## src/rtl/seg_pkg.sv

```systemverilog
// Shared 7-segment constants: blank pattern and active-low {g,f,e,d,c,b,a} hex font.
package seg_pkg;

  localparam logic [6:0] SEG_BLANK = 7'h7F;

  localparam logic [6:0] HEX_FONT [16] = '{
    7'h40, 7'h79, 7'h24, 7'h30, 7'h19, 7'h12, 7'h02, 7'h78,
    7'h00, 7'h10, 7'h08, 7'h03, 7'h46, 7'h21, 7'h06, 7'h0E
  };

endpackage

```

## src/rtl/digit_scan_driver_if.sv

```systemverilog
// Display data bundle between the value source (master) and the scan driver (slave).
interface digit_scan_driver_if #(
  parameter int N_DIGITS = 4,
  parameter int BRIGHT_W = 3
);
  localparam int S_W = (N_DIGITS > 1) ? $clog2(N_DIGITS) : 1;

  logic [4*N_DIGITS-1:0] value;
  logic [N_DIGITS-1:0]   dp;
  logic [N_DIGITS-1:0]   digit_en;
  logic                  lz_blank;
  logic [BRIGHT_W-1:0]   bright;
  logic [S_W-1:0]        S;
  logic [N_DIGITS-1:0]   AN;
  logic [6:0]            SEG;
  logic                  DP;
  logic                  frame_start;

  modport master (
    output value, dp, digit_en, lz_blank, bright,
    input  S, AN, SEG, DP, frame_start
  );

  modport slave (
    input  value, dp, digit_en, lz_blank, bright,
    output S, AN, SEG, DP, frame_start
  );
endinterface

```

## src/rtl/digit_scan_driver_hex7seg.sv

```systemverilog
// Combinational hex nibble to active-low 7-segment pattern.
module hex7seg
  import seg_pkg::*;
(
  input  logic [3:0] nibble,
  output logic [6:0] seg
);
  assign seg = HEX_FONT[nibble];
endmodule

```

## src/rtl/digit_scan_driver.sv

```systemverilog
// Time-multiplexed common-anode 7-segment driver with PWM brightness,
// leading-zero blanking, per-digit enable, ghost guard and frame-coherent input snapshot.
module digit_scan_driver
  import seg_pkg::*;
#(
  parameter int N_DIGITS = 4,
  parameter int DIV      = 25000,
  parameter int BRIGHT_W = 3
) (
  input  logic                clk,
  input  logic                clr_n,
  digit_scan_driver_if.slave  bus
);
  localparam int S_W   = (N_DIGITS > 1) ? $clog2(N_DIGITS) : 1;
  localparam int PRE_W = (DIV > 1) ? $clog2(DIV) : 1;
  localparam logic [PRE_W-1:0] PRE_MAX = PRE_W'(DIV - 1);
  localparam logic [S_W-1:0]   S_MAX   = S_W'(N_DIGITS - 1);

  logic [PRE_W-1:0]      pre;
  logic [BRIGHT_W-1:0]   sub;
  logic [S_W-1:0]        s_idx;
  logic                  pre_end, slot_end, frame_wrap;

  logic                  load_pending;
  logic [4*N_DIGITS-1:0] sh_value;
  logic [N_DIGITS-1:0]   sh_dp, sh_en;
  logic                  sh_lz;
  logic [BRIGHT_W-1:0]   sh_bright;

  logic [N_DIGITS-1:0]   zb, vis, lit;
  logic [3:0]            cur_nib;
  logic [6:0]            font_seg;
  logic                  guard, on_p0;

  logic [N_DIGITS-1:0]   an_p1;
  logic [6:0]            seg_p1;
  logic                  dp_p1, fs_p1;

  assign pre_end    = (pre == PRE_MAX);
  assign slot_end   = pre_end && (sub == '1);
  assign frame_wrap = slot_end && (s_idx == S_MAX);

  always_ff @(posedge clk or negedge clr_n) begin
    if (!clr_n) begin
      pre   <= '0;
      sub   <= '0;
      s_idx <= '0;
    end else begin
      if (pre_end) begin
        pre <= '0;
        sub <= sub + 1'b1;
      end else begin
        pre <= pre + 1'b1;
      end
      if (slot_end) s_idx <= frame_wrap ? '0 : s_idx + 1'b1;
    end
  end

  // Snapshot only at frame boundaries so a half-updated value never shows.
  always_ff @(posedge clk or negedge clr_n) begin
    if (!clr_n) begin
      load_pending <= 1'b1;
      sh_value     <= '0;
      sh_dp        <= '0;
      sh_en        <= '0;
      sh_lz        <= 1'b0;
      sh_bright    <= '0;
    end else begin
      load_pending <= 1'b0;
      if (load_pending || frame_wrap) begin
        sh_value  <= bus.value;
        sh_dp     <= bus.dp;
        sh_en     <= bus.digit_en;
        sh_lz     <= bus.lz_blank;
        sh_bright <= bus.bright;
      end
    end
  end

  // A zero-blanked digit loses its glyph but still lights for its decimal point.
  always_comb begin
    logic upper_zero;
    upper_zero = 1'b1;
    zb  = '0;
    vis = '0;
    lit = '0;
    for (int i = N_DIGITS - 1; i >= 0; i--) begin
      upper_zero = upper_zero && (sh_value[4*i +: 4] == 4'h0);
      zb[i]  = sh_lz && (i != 0) && upper_zero;
      vis[i] = sh_en[i] && !zb[i];
      lit[i] = sh_en[i] && (!zb[i] || sh_dp[i]);
    end
  end

  assign cur_nib = sh_value[{s_idx, 2'b00} +: 4];

  hex7seg u_font (
    .nibble (cur_nib),
    .seg    (font_seg)
  );

  assign guard = (pre == '0) && (sub == '0);
  assign on_p0 = lit[s_idx] && (sub <= sh_bright) && !guard;

  // Stage boundary: counter state -> registered pin drivers.
  always_ff @(posedge clk or negedge clr_n) begin
    if (!clr_n) begin
      an_p1  <= '1;
      seg_p1 <= SEG_BLANK;
      dp_p1  <= 1'b1;
      fs_p1  <= 1'b0;
    end else begin
      an_p1  <= on_p0 ? ~(N_DIGITS'(1) << s_idx) : '1;
      seg_p1 <= vis[s_idx] ? font_seg : SEG_BLANK;
      dp_p1  <= on_p0 ? ~sh_dp[s_idx] : 1'b1;
      fs_p1  <= frame_wrap;
    end
  end

  assign bus.S           = s_idx;
  assign bus.AN          = an_p1;
  assign bus.SEG         = seg_p1;
  assign bus.DP          = dp_p1;
  assign bus.frame_start = fs_p1;
endmodule

```

## src/flat_wrapper.sv

```systemverilog
// flat-port wrapper written by rule: the top's interface ports become plain ports
module digit_scan_driver_flat import seg_pkg::*;
#(
  parameter int N_DIGITS = 4,
  parameter int DIV      = 25000,
  parameter int BRIGHT_W = 3
)
  (clk, clr_n, bus_value, bus_dp, bus_digit_en, bus_lz_blank, bus_bright, bus_S, bus_AN, bus_SEG, bus_DP, bus_frame_start);
  digit_scan_driver_if #(.N_DIGITS(N_DIGITS), .BRIGHT_W(BRIGHT_W)) bus_i ();
  input  logic clk;
  input  logic clr_n;
  input wire logic [$bits(bus_i.value)-1:0] bus_value;
  input wire logic [$bits(bus_i.dp)-1:0] bus_dp;
  input wire logic [$bits(bus_i.digit_en)-1:0] bus_digit_en;
  input wire logic [$bits(bus_i.lz_blank)-1:0] bus_lz_blank;
  input wire logic [$bits(bus_i.bright)-1:0] bus_bright;
  output wire logic [$bits(bus_i.S)-1:0] bus_S;
  output wire logic [$bits(bus_i.AN)-1:0] bus_AN;
  output wire logic [$bits(bus_i.SEG)-1:0] bus_SEG;
  output wire logic [$bits(bus_i.DP)-1:0] bus_DP;
  output wire logic [$bits(bus_i.frame_start)-1:0] bus_frame_start;
  assign bus_i.value = bus_value;
  assign bus_i.dp = bus_dp;
  assign bus_i.digit_en = bus_digit_en;
  assign bus_i.lz_blank = bus_lz_blank;
  assign bus_i.bright = bus_bright;
  assign bus_S = bus_i.S;
  assign bus_AN = bus_i.AN;
  assign bus_SEG = bus_i.SEG;
  assign bus_DP = bus_i.DP;
  assign bus_frame_start = bus_i.frame_start;
  digit_scan_driver #(.N_DIGITS(N_DIGITS), .DIV(DIV), .BRIGHT_W(BRIGHT_W)) u_core (.clk(clk), .clr_n(clr_n), .bus(bus_i));
endmodule
```

## config.mk

```make
export PLATFORM = sky130hd
export DESIGN_NAME = digit_scan_driver_flat
export DESIGN_NICKNAME = d
export VERILOG_FILES = /design/src/rtl/seg_pkg.sv /design/src/rtl/digit_scan_driver_if.sv /design/src/rtl/digit_scan_driver_hex7seg.sv /design/src/rtl/digit_scan_driver.sv /design/src/flat_wrapper.sv
export SDC_FILE = /design/constraint.sdc
export NUM_CORES = 1
export LEC_CHECK = 0
export CORE_ASPECT_RATIO = 0.5
export CORE_MARGIN = 2
export CORE_UTILIZATION = 49
export DETAILED_ROUTE_END_ITERATION = 10
export PLACE_DENSITY = 0.76
export RECOVER_POWER = 25
export SLEW_MARGIN = 40
export SYNTH_ARGS = -nofsm -noshare
export SYNTH_HDL_FRONTEND = slang
export SYNTH_SLANG_ARGS = --single-unit
```

## constraint.sdc

```tcl
create_clock -name clk -period 2 [get_ports clk]
set_input_delay 0.4 -clock clk [delete_from_list [all_inputs] [get_ports clk]]
set_output_delay 0.4 -clock clk [all_outputs]
set_load 0.02 [all_outputs]
```

==> run summary, run 1 <==
combinational cell fraction of total power - 0.126
largest area contributor in the netlist - dfrtp_1
worst-case clock skew - 0.006427 ns
layout cells sized above 1 - 0.2843
ratio of final minimum period to clock period - 0.9720
Die H - 60.36 um
root buffer cell - clkbuf_16
GPL Wtd Cong - 0.8650
YS warnings - 0
Std-Cell Rows - 20
Min Hold Slack - 0.4868 ns
final hold violation count - 0
Worst Path Max Fanout - 7
ys flop type - dfrtp_1
top cells by area, synth - dfrtp_1 39%, dfstp_2 11%, mux2_4 9.6%, ha_1 7.2%, mux2_2 4.7%
WP data arrival - 1.54 ns
Clock Power Share - 0.457
cell area after layout - 4041 um^2
Net Sw Frac - 0.2256
count of pins over their slew limit - 0
post-synthesis sequential area ratio - 0.5036
number of global-route vias before repair - 2177
Routed Antenna Nets - 0
gr usage total - 0.1976
worst-skew pair later-pin latency - 0.33 ns
clock slew at reported path FFs - 0.05 ns
Mapped Nets - 289
Startpoint Class - flip-flop
Internal - 2.625 mW
largest net degree at the start of global routing - 63
pwr dens - 838.9 nW/um^2
Clock Path Buffers - 2
Post-CTS Setup Inserts - 0
first-pass GRT wire length - 10270 um
P&R area growth vs syn - 29.82%
initial antenna violation count - 0
CTS HTree Levels - 3
chip width - 116.7 um
Layout Utilization - 0.6619
placed cell areas - 3731 um^2
post_cts resized - 0
final setup vio count - 0
RSZ-0062 raised after global routing - no
Post-Syn Area - 3113 um^2
Net Sw Power - 0.7649 mW
Leak Pwr - 1.827 nW
per-cell routed wire length - 15.89 um
Initial DRC Count - 132
Cells after Synth - 241
Flop pwr share - 0.417
count of flip-flops with a built-in enable after synthesis - 0
grt ovf - 0
nets - 349
post-synthesis sequential element count - 62
Tightest Pin Transition - 1.480 ns
DP Cell Count - 378
async set-reset flop share out of synthesis - 1.000
Routed WL - 6261 um
filler instances - 469
status - finished clean
CTS tree - built
Fmax - 514.4 MHz
top-area cell type share of the netlist area - 0.3939
Initial Util - 0.5098
n_diodes - 0
Peak VDD IR - 0.0004818 V
min cycle time layout - 1.944 ns
Cell variety after synth - 43
core area - 6106 um^2
max-cap violation count - 0
via count - 2146
post-DP HPWL - 4400 um
Critical Path Sink Type - primary output
Mapped Avg Cell Area - 12.92 um^2
commonest non-fill, non-tap cells in the layout - 48 x dfrtp_1, 43 x clkdlybuf4s50_1, 20 x mux2_4
DRC - 0
vias per cell - 5.447
cts bufs inserted - 9
non-filler cells, final - 394
Hold-fix buffers, CTS - 0
worst path required time - 1.60 ns
# port buffers - 44
most common cell after layout, fill and taps aside - dfrtp_1
CTS Sinks - 62
Slew headroom - 0.01328
hold crit path type - reg2reg
First-pass DRT Iterations - 4
Die ar. - 7045 um^2
crit path kind - reg2out
io pins - 45
Fin Setup TNS - 0 ns
## layer usage
metal / part of all wire / global-route usage / wire length, um / up-vias
met4: 0.013 / 0.08571 / 81 / 0
met3: 0.040 / 0.04795 / 251 / 8
met1: 0.43 / 0.2300 / 2710 / 1095
met2: 0.51 / 0.3592 / 3219 / 54
li1: - / - / - / 989
met5: 0 / 0 / 0 / -
## kinds of logic after synthesis
family | after synthesis | share of synthesized area
fa+ha+maj | 18 | 0.07235
mux | 40 | 0.1861
other cells | 1 | 0.001205
flops | 62 | 0.5036
compound gates | 21 | 0.05306
buf+inv | 21 | 0.03095
simple gates | 64 | 0.1133
xor+xnor | 14 | 0.03939
## critical path: stages, from the launching register on
cell and delay (ns):
dfrtp_2 0.44, buf_4 0.18, clkdlybuf4s50_1 0.61
## synth_stat cells (2+ instances only)
cell type,n
dfrtp_1,49
mux2_4,20
ha_1,18
inv_1,14
dfstp_2,13
mux2_2,13
nand2_1,13
nor2_1,12
nand4_1,9
xnor2_1,8
and3_1,6
xor2_1,6
mux4_2,5
nand3_1,5
nand2b_1,4
o211ai_1,4
a21oi_1,3
nor3_1,3
nor4_1,3
o21ai_0,3
a32oi_1,2
buf_2,2
buf_6,2
clkbuf_1,2
mux2i_1,2
nor2b_1,2
o221ai_1,2
## sequential cells by signal, summed over array words and instances, names as in the netlist
signal and cells:
u_core.bus.frame_start 1, u_core.sh_dp 4, u_core.bus.SEG 7, u_core.bus.DP 1
u_core.pre 15, u_core.load_pending 1, u_core.sh_en 4, u_core.sh_lz 1
u_core.bus.S 2, u_core.sh_bright 3, u_core.bus.AN 4, u_core.sh_value 16
u_core.sub 3
## metrics by stage
stage / setup WS (ns) / total power [mW]
after global placement: 0.08580 / 1.846
after detailed placement: 0.05532 / 1.862
after CTS: 0.03934 / 3.412
after floorplan: 0.04209 / 1.666
after global routing: 0.001996 / 3.504
final: 0.05608 / 3.390
## final timing paths
check | from | to | slack [ns] | cells after the start
worst max register to register | u_core.bus.S[0] | u_core.bus.SEG[1] | 0.09 | 7
worst min-delay path | u_core.pre[0] | u_core.pre[0] | 0.49 | 1
worst min register to register | u_core.pre[0] | u_core.pre[0] | 0.49 | 1
worst max-delay path | u_core.bus.S[0] | bus_S[0] | 0.06 | 2
min in group asynchronous | clr_n | u_core.pre[0] | 0.52 | 2
max in group asynchronous | clr_n | u_core.bus.S[0] | 0.49 | 2
## layout make-up
| class | instances | area, um^2 | share of cell area |
|---|---|---|---|
| flip-flops and latches | 62 | 1569 | 0.3882 |
| multi-input cells | 158 | 1473 | 0.3644 |
| repair buffers | 56 | 535.5 | 0.1325 |
| clock buffers | 12 | 256.5 | 0.06347 |
| well taps | 88 | 110.1 | 0.02724 |
| inverters | 14 | 52.55 | 0.01300 |
| clock inverters | 4 | 45.04 | 0.01115 |
## power by group through the flow
stage                     Combinational, mW  Sequential (mW)  Clock [mW]
after floorplan                       0.213             1.45           0
after CTS                             0.434             1.41        1.56
after global routing                  0.460             1.42        1.62
after detailed placement              0.431             1.43           0
final                                 0.428             1.41        1.55
after global placement                0.416             1.43           0
Note: power is estimated with default switching activity, not from simulation.
==> run 2, diff against run 1 <==
--- a/config.mk
+++ b/config.mk
@@ -7,9 +7,11 @@
 export LEC_CHECK = 0
 export CORE_ASPECT_RATIO = 0.5
 export CORE_MARGIN = 2
-export CORE_UTILIZATION = 49
+export CORE_UTILIZATION = 51
+export CTS_BUF_LIST = sky130_fd_sc_hd__clkbuf_2
 export DETAILED_ROUTE_END_ITERATION = 10
-export PLACE_DENSITY = 0.76
+export GPL_TIMING_DRIVEN = 0
+export PLACE_DENSITY = 0.79
 export RECOVER_POWER = 25
 export SLEW_MARGIN = 40
 export SYNTH_ARGS = -nofsm -noshare
==> run 2 against run 1 <==
Compared with the run above: via count down 1.4%; die area down 3.7%; critical path depth down 1; utilization down 2.2 points; worst hold slack better by 0.017 ns; total power down 28%; sequential share of layout area up 2.2 points; clock power down 61%; largest cell class unchanged; highest routed layer unchanged.
==> run summary, run 2 (synthesized netlist as in run 1, its figures left out) <==
Top reg by flops - u_core.sh_value (unchanged)
Routed Antenna Nets - 0 (unchanged)
Die ar. - 6783 um^2 (was 7045 um^2)
post-DP HPWL - 4565 um (was 4400 um)
Final WS setup - 0.06397 ns (was 0.05608 ns)
First-pass DRT Iterations - 4 (unchanged)
initial antenna violation count - 0 (unchanged)
WP buf/inv - 1 (was 2)
hold crit path type - in2reg (was reg2reg)
grt ovf - 0 (unchanged)
Peak VDD IR - 0.0002423 V (was 0.0004818 V)
grt met1 use - 0.2376 (was 0.2300)
RSZ-0062 raised after global routing - yes (was no)
crit path kind - reg2out (unchanged)
n_diodes - 0 (unchanged)
worst path cell trace - clkdlybuf4s50_1 (was buf_4 > clkdlybuf4s50_1)
GPL Wtd Cong - 0.9155 (was 0.8650)
per-cell routed wire length - 16.20 um (was 15.89 um)
first-pass GRT wire length - 10210 um (was 10270 um)
Std-Cell Rows - 20 (unchanged)
met2 Resource Use GR - 0.3567 (was 0.3592)
largest net degree at the start of global routing - 44 (was 63)
P&R area growth vs syn - 22.99% (was 29.82%)
core area - 5981 um^2 (was 6106 um^2)
number of global-route vias before repair - 2155 (was 2177)
crit-path max cell delay - 0.61 ns (about the same)
grt met3 use - 0.05419 (was 0.04795)
cts bufs inserted - 9 (unchanged)
non-filler cells, final - 385 (was 394)
Critical Path Sink Type - primary output (unchanged)
R2R Setup Slk - 0.07 ns (was 0.09 ns)
count of pins over their slew limit - 0 (unchanged)
ratio of final minimum period to clock period - 0.9680 (was 0.9720)
worst r2r src - u_core.bus.S[0] (unchanged)
crit path launch - u_core.bus.S[0] (unchanged)
Leak Pwr - 1.735 nW (was 1.827 nW)
max-cap violation count - 0 (unchanged)
CTS tree - built (unchanged)
Slew headroom - 0.2426 (was 0.01328)
max reg flops - 16 (unchanged)
Initial DRC Count - 70 (was 132)
Tightest Pin Transition - 1.136 ns (was 1.480 ns)
Initial Util - 0.5205 (was 0.5098)
layout cells sized above 1 - 0.2987 (was 0.2843)
gr usage total - 0.2010 (was 0.1976)
CTS Sinks - 62 (unchanged)
vias per cell - 5.499 (was 5.447)
crit path capture - bus_S[0] (unchanged)
Routed WL - 6238 um (was 6261 um)
most common cell after layout, fill and taps aside - dfrtp_1 (unchanged)
Startpoint Class - flip-flop (unchanged)
worst-case clock skew - 0.03211 ns (was 0.006427 ns)
Clock Path Buffers - 2 (unchanged)
busiest layer in global routing - met2 (unchanged)
io pins - 45 (unchanged)
Die H - 59.25 um (was 60.36 um)
clock slew at reported path FFs - 0.18 ns (was 0.05 ns)
Fin Setup TNS - 0 ns (unchanged)
final setup vio count - 0 (unchanged)
via count - 2117 (was 2146)
Reg2Reg Depth - 6 (was 7)
min cycle time layout - 1.936 ns (was 1.944 ns)
RR Endpoint - u_core.bus.SEG[0] (was u_core.bus.SEG[1])
CTS HTree Levels - 3 (unchanged)
# port buffers - 44 (unchanged)
worst-skew pair later-pin latency - 0.50 ns (was 0.33 ns)
DP Cell Count - 363 (was 378)
status - finished clean (unchanged)
worst path required time - 1.60 ns (about the same)
DRC - 0 (unchanged)
final hold violation count - 0 (unchanged)
pwr dens - 638.3 nW/um^2 (was 838.9 nW/um^2)
commonest non-fill, non-tap cells in the layout - 47 x dfrtp_1, 30 x clkdlybuf4s50_1, 20 x mux2_4 (was 48 x dfrtp_1, 43 x clkdlybuf4s50_1, 20 x mux2_4)
Worst Path Max Fanout - 3 (was 7)
Fmax - 516.5 MHz (was 514.4 MHz)
DP Worst Slack - -0.1102 ns (was 0.05532 ns)
nets - 351 (was 349)
Crit-path slowest cell - clkdlybuf4s50_1 (unchanged)
CP Depth - 1 (was 2)
root buffer cell - clkbuf_2 (was clkbuf_16)
WP data arrival - 1.54 ns (about the same)
cell family with most CP delay - buffers and inverters (unchanged)
chip width - 114.5 um (was 116.7 um)
-- run 2: per-stage QoR --
step | util | cell area [um^2] | hold slack (ns) | power, mW
after detailed placement | 0.6136 | 3670 | 0.2996 | 1.861
after CTS | 0.6318 | 3779 | 0.2737 | 2.443
final | 0.6402 | 3829 | 0.5041 | 2.444
after floorplan | - | 3115 | 0.1044 | 1.666
after global placement | 0.6107 | 3652 | 0.4703 | 1.838
after global routing | 0.6402 | 3829 | 0.4719 | 2.550
-- run 2: final cells by class --
type,count,area (um^2)
multi-input cells,158,1488
clock inverters,3,13.76
flip-flops and latches,62,1570
clock buffers,13,65.06
repair buffers,52,493.0
plain buffers,6,50.05
fillers,457,2152
inverters,14,52.55
well taps,77,96.34
-- run 2: repair_timing --
item,in CTS,in global routing
hold buffers,1,0
endpoints found under the hold margin,19,0
resized for setup,15,11
setup endpoints to repair,42,41
pin swaps,2,2
setup buffers,4,2
-- run 2: how the worst min path moves through the flow --
stage                                from                  end  cells past startpoint
after floorplan                     clr_n      u_core.bus.S[0]                      0
after global placement      u_core.pre[0]        u_core.pre[0]                      1
after detailed placement            clr_n        u_core.pre[9]                      1
after CTS                           clr_n  u_core.sh_bright[2]                      2
after global routing      bus_digit_en[1]      u_core.sh_en[1]                      2
final                        bus_value[2]   u_core.sh_value[2]                      2
-- run 2: power by group --
group          total (mW)  switching, mW  internal [mW]
clock network       0.608          0.431          0.177
registers            1.41         0.0528           1.36
logic               0.425          0.194          0.231
-- run 2: layer usage --
layer	share of wire	vias up
met3	0.037	13
met5	0	-
met1	0.43	1076
met2	0.52	38
li1	-	990
met4	0.017	0
